===== src/rtl/vdp_pkg.sv =====
// Shared geometry constants and slot storage type for the VDP sprite line buffer.
package vdp_pkg;

    localparam int NUM_SLOTS    = 8;
    localparam int H_TOTAL      = 800;
    localparam int ACTIVE_START = 64;
    localparam int ACTIVE_END   = 576;
    localparam int ROW_FIRST    = 48;
    localparam int ROW_LAST     = 431;

    typedef struct packed {
        logic            valid;
        logic [7:0]      hpos;
        logic [3:0][7:0] planes;
    } spr_slot_t;

endpackage


===== src/rtl/vdp_sprite_slot.sv =====
// One sprite slot: front/back bank storage plus the pixel lookup on the front bank.
module vdp_sprite_slot
    import vdp_pkg::*;
(
    input  logic            clk,
    input  logic            rst_L,
    input  logic            bank_sel_i,
    input  logic            swap_i,
    input  logic            clr_all_i,
    input  logic            wr_i,
    input  logic [7:0]      wr_hpos_i,
    input  logic [3:0][7:0] wr_planes_i,
    input  logic [7:0]      x_i,
    input  logic            active_i,
    output logic            opq_o,
    output logic [3:0]      pix_o
);

    spr_slot_t bank_q [2];
    spr_slot_t bank_d [2];
    spr_slot_t front;
    logic      back_idx;
    logic [8:0] dx;
    logic [2:0] bit_idx;
    logic       in_range;

    assign back_idx = ~bank_sel_i;

    // The bank leaving front duty becomes the new back and must start empty.
    always_comb begin
        bank_d[0] = bank_q[0];
        bank_d[1] = bank_q[1];
        if (wr_i) begin
            bank_d[back_idx].valid  = 1'b1;
            bank_d[back_idx].hpos   = wr_hpos_i;
            bank_d[back_idx].planes = wr_planes_i;
        end
        if (swap_i) begin
            bank_d[bank_sel_i].valid = 1'b0;
        end
        if (clr_all_i) begin
            bank_d[back_idx].valid = 1'b0;
        end
    end

    always_ff @(posedge clk or negedge rst_L) begin
        if (!rst_L) begin
            bank_q[0] <= '0;
            bank_q[1] <= '0;
        end else begin
            bank_q[0] <= bank_d[0];
            bank_q[1] <= bank_d[1];
        end
    end

    assign front    = bank_q[bank_sel_i];
    assign dx       = {1'b0, x_i} - {1'b0, front.hpos};
    assign in_range = ~dx[8] && (dx[7:3] == 5'd0);
    assign bit_idx  = ~dx[2:0];
    assign pix_o    = {front.planes[3][bit_idx], front.planes[2][bit_idx],
                       front.planes[1][bit_idx], front.planes[0][bit_idx]};
    assign opq_o    = front.valid && in_range && active_i && (pix_o != 4'd0);

endmodule


===== src/rtl/vdp_sprite_line_buffer.sv =====
// Double-buffered sprite line store feeding the mixer with colour, opacity and sticky status flags.
module vdp_sprite_line_buffer
    import vdp_pkg::*;
(
    input  logic            clk,
    input  logic            rst_L,
    input  logic [8:0]      row,
    input  logic [9:0]      col,
    input  logic            wr_en,
    input  logic [2:0]      wr_slot,
    input  logic [7:0]      wr_hpos,
    input  logic [3:0][7:0] wr_planes,
    input  logic            ovf_req,
    input  logic            status_rd,
    output logic [3:0]      spr_color,
    output logic            spr_opaque,
    output logic            spr_collision,
    output logic            spr_overflow
);

    logic                 bank_sel_q, bank_sel_d;
    logic                 swap, active, in_rows, clr_all;
    logic [7:0]           x;
    logic [NUM_SLOTS-1:0] opq;
    logic [3:0]           pix [NUM_SLOTS];
    logic [3:0]           color_d;
    logic                 opaque_d, multi_opq;
    logic                 collision_d, overflow_d;

    assign swap    = (col == 10'(H_TOTAL - 1));
    assign active  = (col >= 10'(ACTIVE_START)) && (col < 10'(ACTIVE_END));
    assign x       = 8'((col - 10'(ACTIVE_START)) >> 1);
    // Swapping into a non-displayed line also empties the incoming front bank.
    assign in_rows = (row >= 9'(ROW_FIRST)) && (row <= 9'(ROW_LAST));
    assign clr_all = swap && !in_rows;
    assign bank_sel_d = swap ? ~bank_sel_q : bank_sel_q;

    for (genvar g = 0; g < NUM_SLOTS; g++) begin : g_slot
        vdp_sprite_slot u_slot (
            .clk         (clk),
            .rst_L       (rst_L),
            .bank_sel_i  (bank_sel_q),
            .swap_i      (swap),
            .clr_all_i   (clr_all),
            .wr_i        (wr_en && (wr_slot == 3'(g))),
            .wr_hpos_i   (wr_hpos),
            .wr_planes_i (wr_planes),
            .x_i         (x),
            .active_i    (active),
            .opq_o       (opq[g]),
            .pix_o       (pix[g])
        );
    end

    // Lowest opaque slot wins; a second opaque slot flags a collision.
    always_comb begin
        color_d   = 4'd0;
        opaque_d  = 1'b0;
        multi_opq = 1'b0;
        for (int i = 0; i < NUM_SLOTS; i++) begin
            if (opq[i]) begin
                if (opaque_d) begin
                    multi_opq = 1'b1;
                end else begin
                    color_d  = pix[i];
                    opaque_d = 1'b1;
                end
            end
        end
    end

    assign collision_d = multi_opq || (spr_collision && !status_rd);
    assign overflow_d  = ovf_req   || (spr_overflow  && !status_rd);

    always_ff @(posedge clk or negedge rst_L) begin
        if (!rst_L) begin
            bank_sel_q    <= 1'b0;
            spr_color     <= 4'd0;
            spr_opaque    <= 1'b0;
            spr_collision <= 1'b0;
            spr_overflow  <= 1'b0;
        end else begin
            bank_sel_q    <= bank_sel_d;
            spr_color     <= color_d;
            spr_opaque    <= opaque_d;
            spr_collision <= collision_d;
            spr_overflow  <= overflow_d;
        end
    end

endmodule

===== config.mk =====
export PLATFORM = sky130hd
export DESIGN_NAME = vdp_sprite_line_buffer
export DESIGN_NICKNAME = d
export VERILOG_FILES = /design/src/rtl/vdp_pkg.sv /design/src/rtl/vdp_sprite_slot.sv /design/src/rtl/vdp_sprite_line_buffer.sv
export SDC_FILE = /design/constraint.sdc
export NUM_CORES = 1
export LEC_CHECK = 0
export CORE_UTILIZATION = 25
export CTS_BUF_LIST = sky130_fd_sc_hd__clkbuf_2
export CTS_CLUSTER_DIAMETER = 60
export DETAILED_ROUTE_END_ITERATION = 8
export RECOVER_POWER = 100
export SYNTH_ARGS = -nofsm -noshare
export SYNTH_HDL_FRONTEND = slang
export SYNTH_SLANG_ARGS = --single-unit

===== constraint.sdc =====
create_clock -name clk -period 11.1 [get_ports clk]
set_input_delay 2.22 -clock clk [delete_from_list [all_inputs] [get_ports clk]]
set_output_delay 2.22 -clock clk [all_outputs]
set_load 0.01 [all_outputs]

==> flow_summary.json <==
{
  "vdd.ir_drop.worst_mv": 0.0912,
  "start_util_pct": 25.3,
  "synth_flop_cell": "dfrtp_1",
  "core_area_um2": 130000,
  "track_usage_pct": 12.6,
  "outcome": "finished, violations left",
  "cts_buffer_depth": 3,
  "dp.cells": 3997,
  "finalHoldViolations": 0,
  "critPathRequiredTime_ns": 12.43,
  "die_w_um": 364,
  "antenna_found_initial": 11,
  "async_flop_share_pct": 100,
  "layout_common_cells": "664 x dfrtp_1, 655 x mux2_2, 252 x clkbuf_2",
  "routabilityCongestion": 0.833,
  "syn_area_um2": 32800,
  "synth-warning-count": 0,
  "grt_pass1_vias": 21000,
  "cp-end-kind": "flip-flop",
  "placed_cell_area_um2": 35300,
  "report.final.slew_viol_count": 1015,
  "grt-ovfl-total": 0,
  "die_y_um": 364,
  "drt_wl_total_mm": 81.6,
  "yosysSeqAreaShare_pct": 50.6,
  "worstSkewPairLatency_ns": 1.42,
  "dr.pass1.iters": 4,
  "layout-drive-gt1-share_pct": 42.1,
  "p_int_w": 0.00387,
  "dpl.hpwl_mm": 53.0,
  "rows": 132,
  "maxCapViolCount": 23,
  "synth_edf_count": 0,
  "skew_ns": 0.0949,
  "synth_cell_types": 78,
  "avgSynthCellArea_um2": 14.2,
  "vias": 19900,
  "nets": 2569,
  "tightest_slew_ns": 3.92,
  "grt_start_max_net_pins": 159,
  "syn-num-nets": 2456,
  "p_leak_nw": 17.0,
  "rsz0062_at_grt": "no",
  "power_density_nw_per_um2": 149,
  "layout_commonest_cell": "dfrtp_1",
  "total_power_w": 0.00548,
  "cts_resized": 0,
  "cts-hold-fix-buffers": 0,
  "cts-root-buf": "clkbuf_2",
  "gr-usage-met2_pct": 18.7,
  "switchingPower_w": 0.00160,
  "grtUsageMet3_pct": 3.26,
  "path_class": "reg2reg",
  "setup.worst_path.start_class": "flip-flop",
  "numCtsBuffers": 170,
  "cp_data_arrival_time_ns": 9.57,
  "area_growth_pct": 11.8,
  "cp_max_fo": 38,
  "cts_tree": "built",
  "syn_inst": 2314,
  "hold_slack_ns": 0.484,
  "routed_via_density": 4.63,
  "clkPwrFrac_pct": 30.0,
  "grtUsageMet1_pct": 17.7,
  "setup_viol": 0,
  "fmax_mhz": 121,
  "path_clk_slew_ns": 0.12,
  "drcViolationCount": 0,
  "ant_nets": 0,
  "finalCritPeriodShare_pct": 74.2,
  "dieArea_um2": 133000,
  "port_buffers": 69,
  "period_needed_ns": 8.24,
  "wl_per_cell_um": 19.0,
  "cts.sinks": 664,
  "htree_levels": 4,
  "switching_share_pct": 29.3,
  "seq_power_share_pct": 52.3,
  "grt_pass1_wl_mm": 128,
  "hold_class": "reg2reg",
  "slew_headroom_pct": -161,
  "detail_route.iter0.violations": 1031,
  "tns_ns": 0,
  "grt.busiest_layer": "met2",
  "ioPinCount": 74,
  "postCtsSetupBuffers": 0,
  "fin_cells": 4286,
  "pwr-share-comb_pct": 17.7,
  "final_area_um2": 36700,
  "violations": "capacitance limit, slew limit",
  "synth-seq-cells": 664
}
## cells in the mapped netlist (4+ instances only)
library cell	instances	area (um^2)
a211oi_1	21	158
or4_1	8	60.1
mux2i_1	138	1380
a21o_1	7	52.6
nand3_1	12	60.1
buf_4	4	30.0
mux2_2	655	7380
nor2b_1	24	150
o22ai_1	4	25.0
nor2_1	52	195
dfrtp_1	664	16600
nand2b_1	19	119
buf_2	7	35.0
mux4_2	103	2320
or3_1	6	37.5
ha_1	67	838
a221oi_1	19	166
o21a_1	20	150
and2_1	14	87.6
clkbuf_1	106	398
buf_12	5	100
nor3_1	8	40.0
inv_1	39	146
fa_1	8	160
nand2_1	34	128
nand3b_1	6	45.0
nand4_1	14	87.6
buf_6	7	78.8
buf_1	32	120
a21oi_1	47	235
a21boi_0	9	67.6
o21ai_1	8	40.0
xnor2_1	9	78.8
o21ai_0	34	170
xor2_1	8	70.1
a22oi_1	14	105
mux4_1	9	236
nor4_1	12	75.1
## critical path, cell delays in order, from the launching register on
cell,delay (ns)
dfrtp_1,1.67
clkbuf_1,2.20
mux2_2,0.48
ha_1,0.23
fa_1,1.18
mux4_2,0.41
mux2i_1,0.41
nand4_1,0.16
nor2_1,0.12
a221oi_1,0.09
a21o_4,0.31
nor4b_4,0.41
nor4b_1,0.31
a211o_1,0.14
## area by class of cell
cell class	instances	area [um^2]
diodes	10	25.0
repair buffers	102	897
clock inverters	27	193
clock buffers	252	1260
well taps	1742	2180
fillers	13400	93100
flip-flops and latches	664	16600
multi-input cells	1449	15300
inverters	40	150
## power by group through the flow
stage	combinational (W)	clock [W]	sequential (W)
after floorplan	0.000701	0	0.00286
after global placement	0.000955	0	0.00290
after detailed placement	0.000974	0	0.00291
after CTS	0.000978	0.00172	0.00286
after global routing	0.00106	0.00184	0.00291
final	0.000972	0.00164	0.00286
## cell families (layout without fill, tap and decap cells)
family                   Yosys count  after routing  synth area share (%)
other                              0             10                     0
XOR/XNOR                          17             17                 0.454
multiplexers                     906            906                  34.5
buffers and inverters            201            421                  2.78
flip-flops                       664            664                  50.6
AND/OR/NAND/NOR                  232            232                  4.01
AO/OA/AOI/OAI                    219            219                  4.56
adder cells (fa/ha/maj)           75             75                  3.04
## worst paths after layout
check / startpoint / end / slack (ns) / cells after the start
min reg2reg: spr_overflow / spr_overflow / 0.48 / 1
min: spr_overflow / spr_overflow / 0.48 / 1
max: bank_sel_q / spr_color[3] / 2.86 / 13
min in group asynchronous: rst_L / async pin / 0.94 / 1
max in group asynchronous: rst_L / async pin / 3.58 / 3
max reg2reg: bank_sel_q / spr_color[3] / 2.86 / 13
## metrics by stage
stage | utilization (%) | setup WS [ns]
floorplan | - | 5.43
global placement | 27.2 | 3.28
detailed placement | 27.2 | 3.26
CTS | 28.3 | 4.70
global route | 28.2 | 2.19
finish | 28.2 | 2.86
## metal layers
| layer | part of all wire (%) | up-vias |
|---|---|---|
| met5 | 0.026 | - |
| met4 | 1.7 | 4 |
| met3 | 4.8 | 100 |
| met2 | 44 | 325 |
| met1 | 49 | 10500 |
| li1 | - | 8929 |
Note: power is estimated with default switching activity, not from simulation.
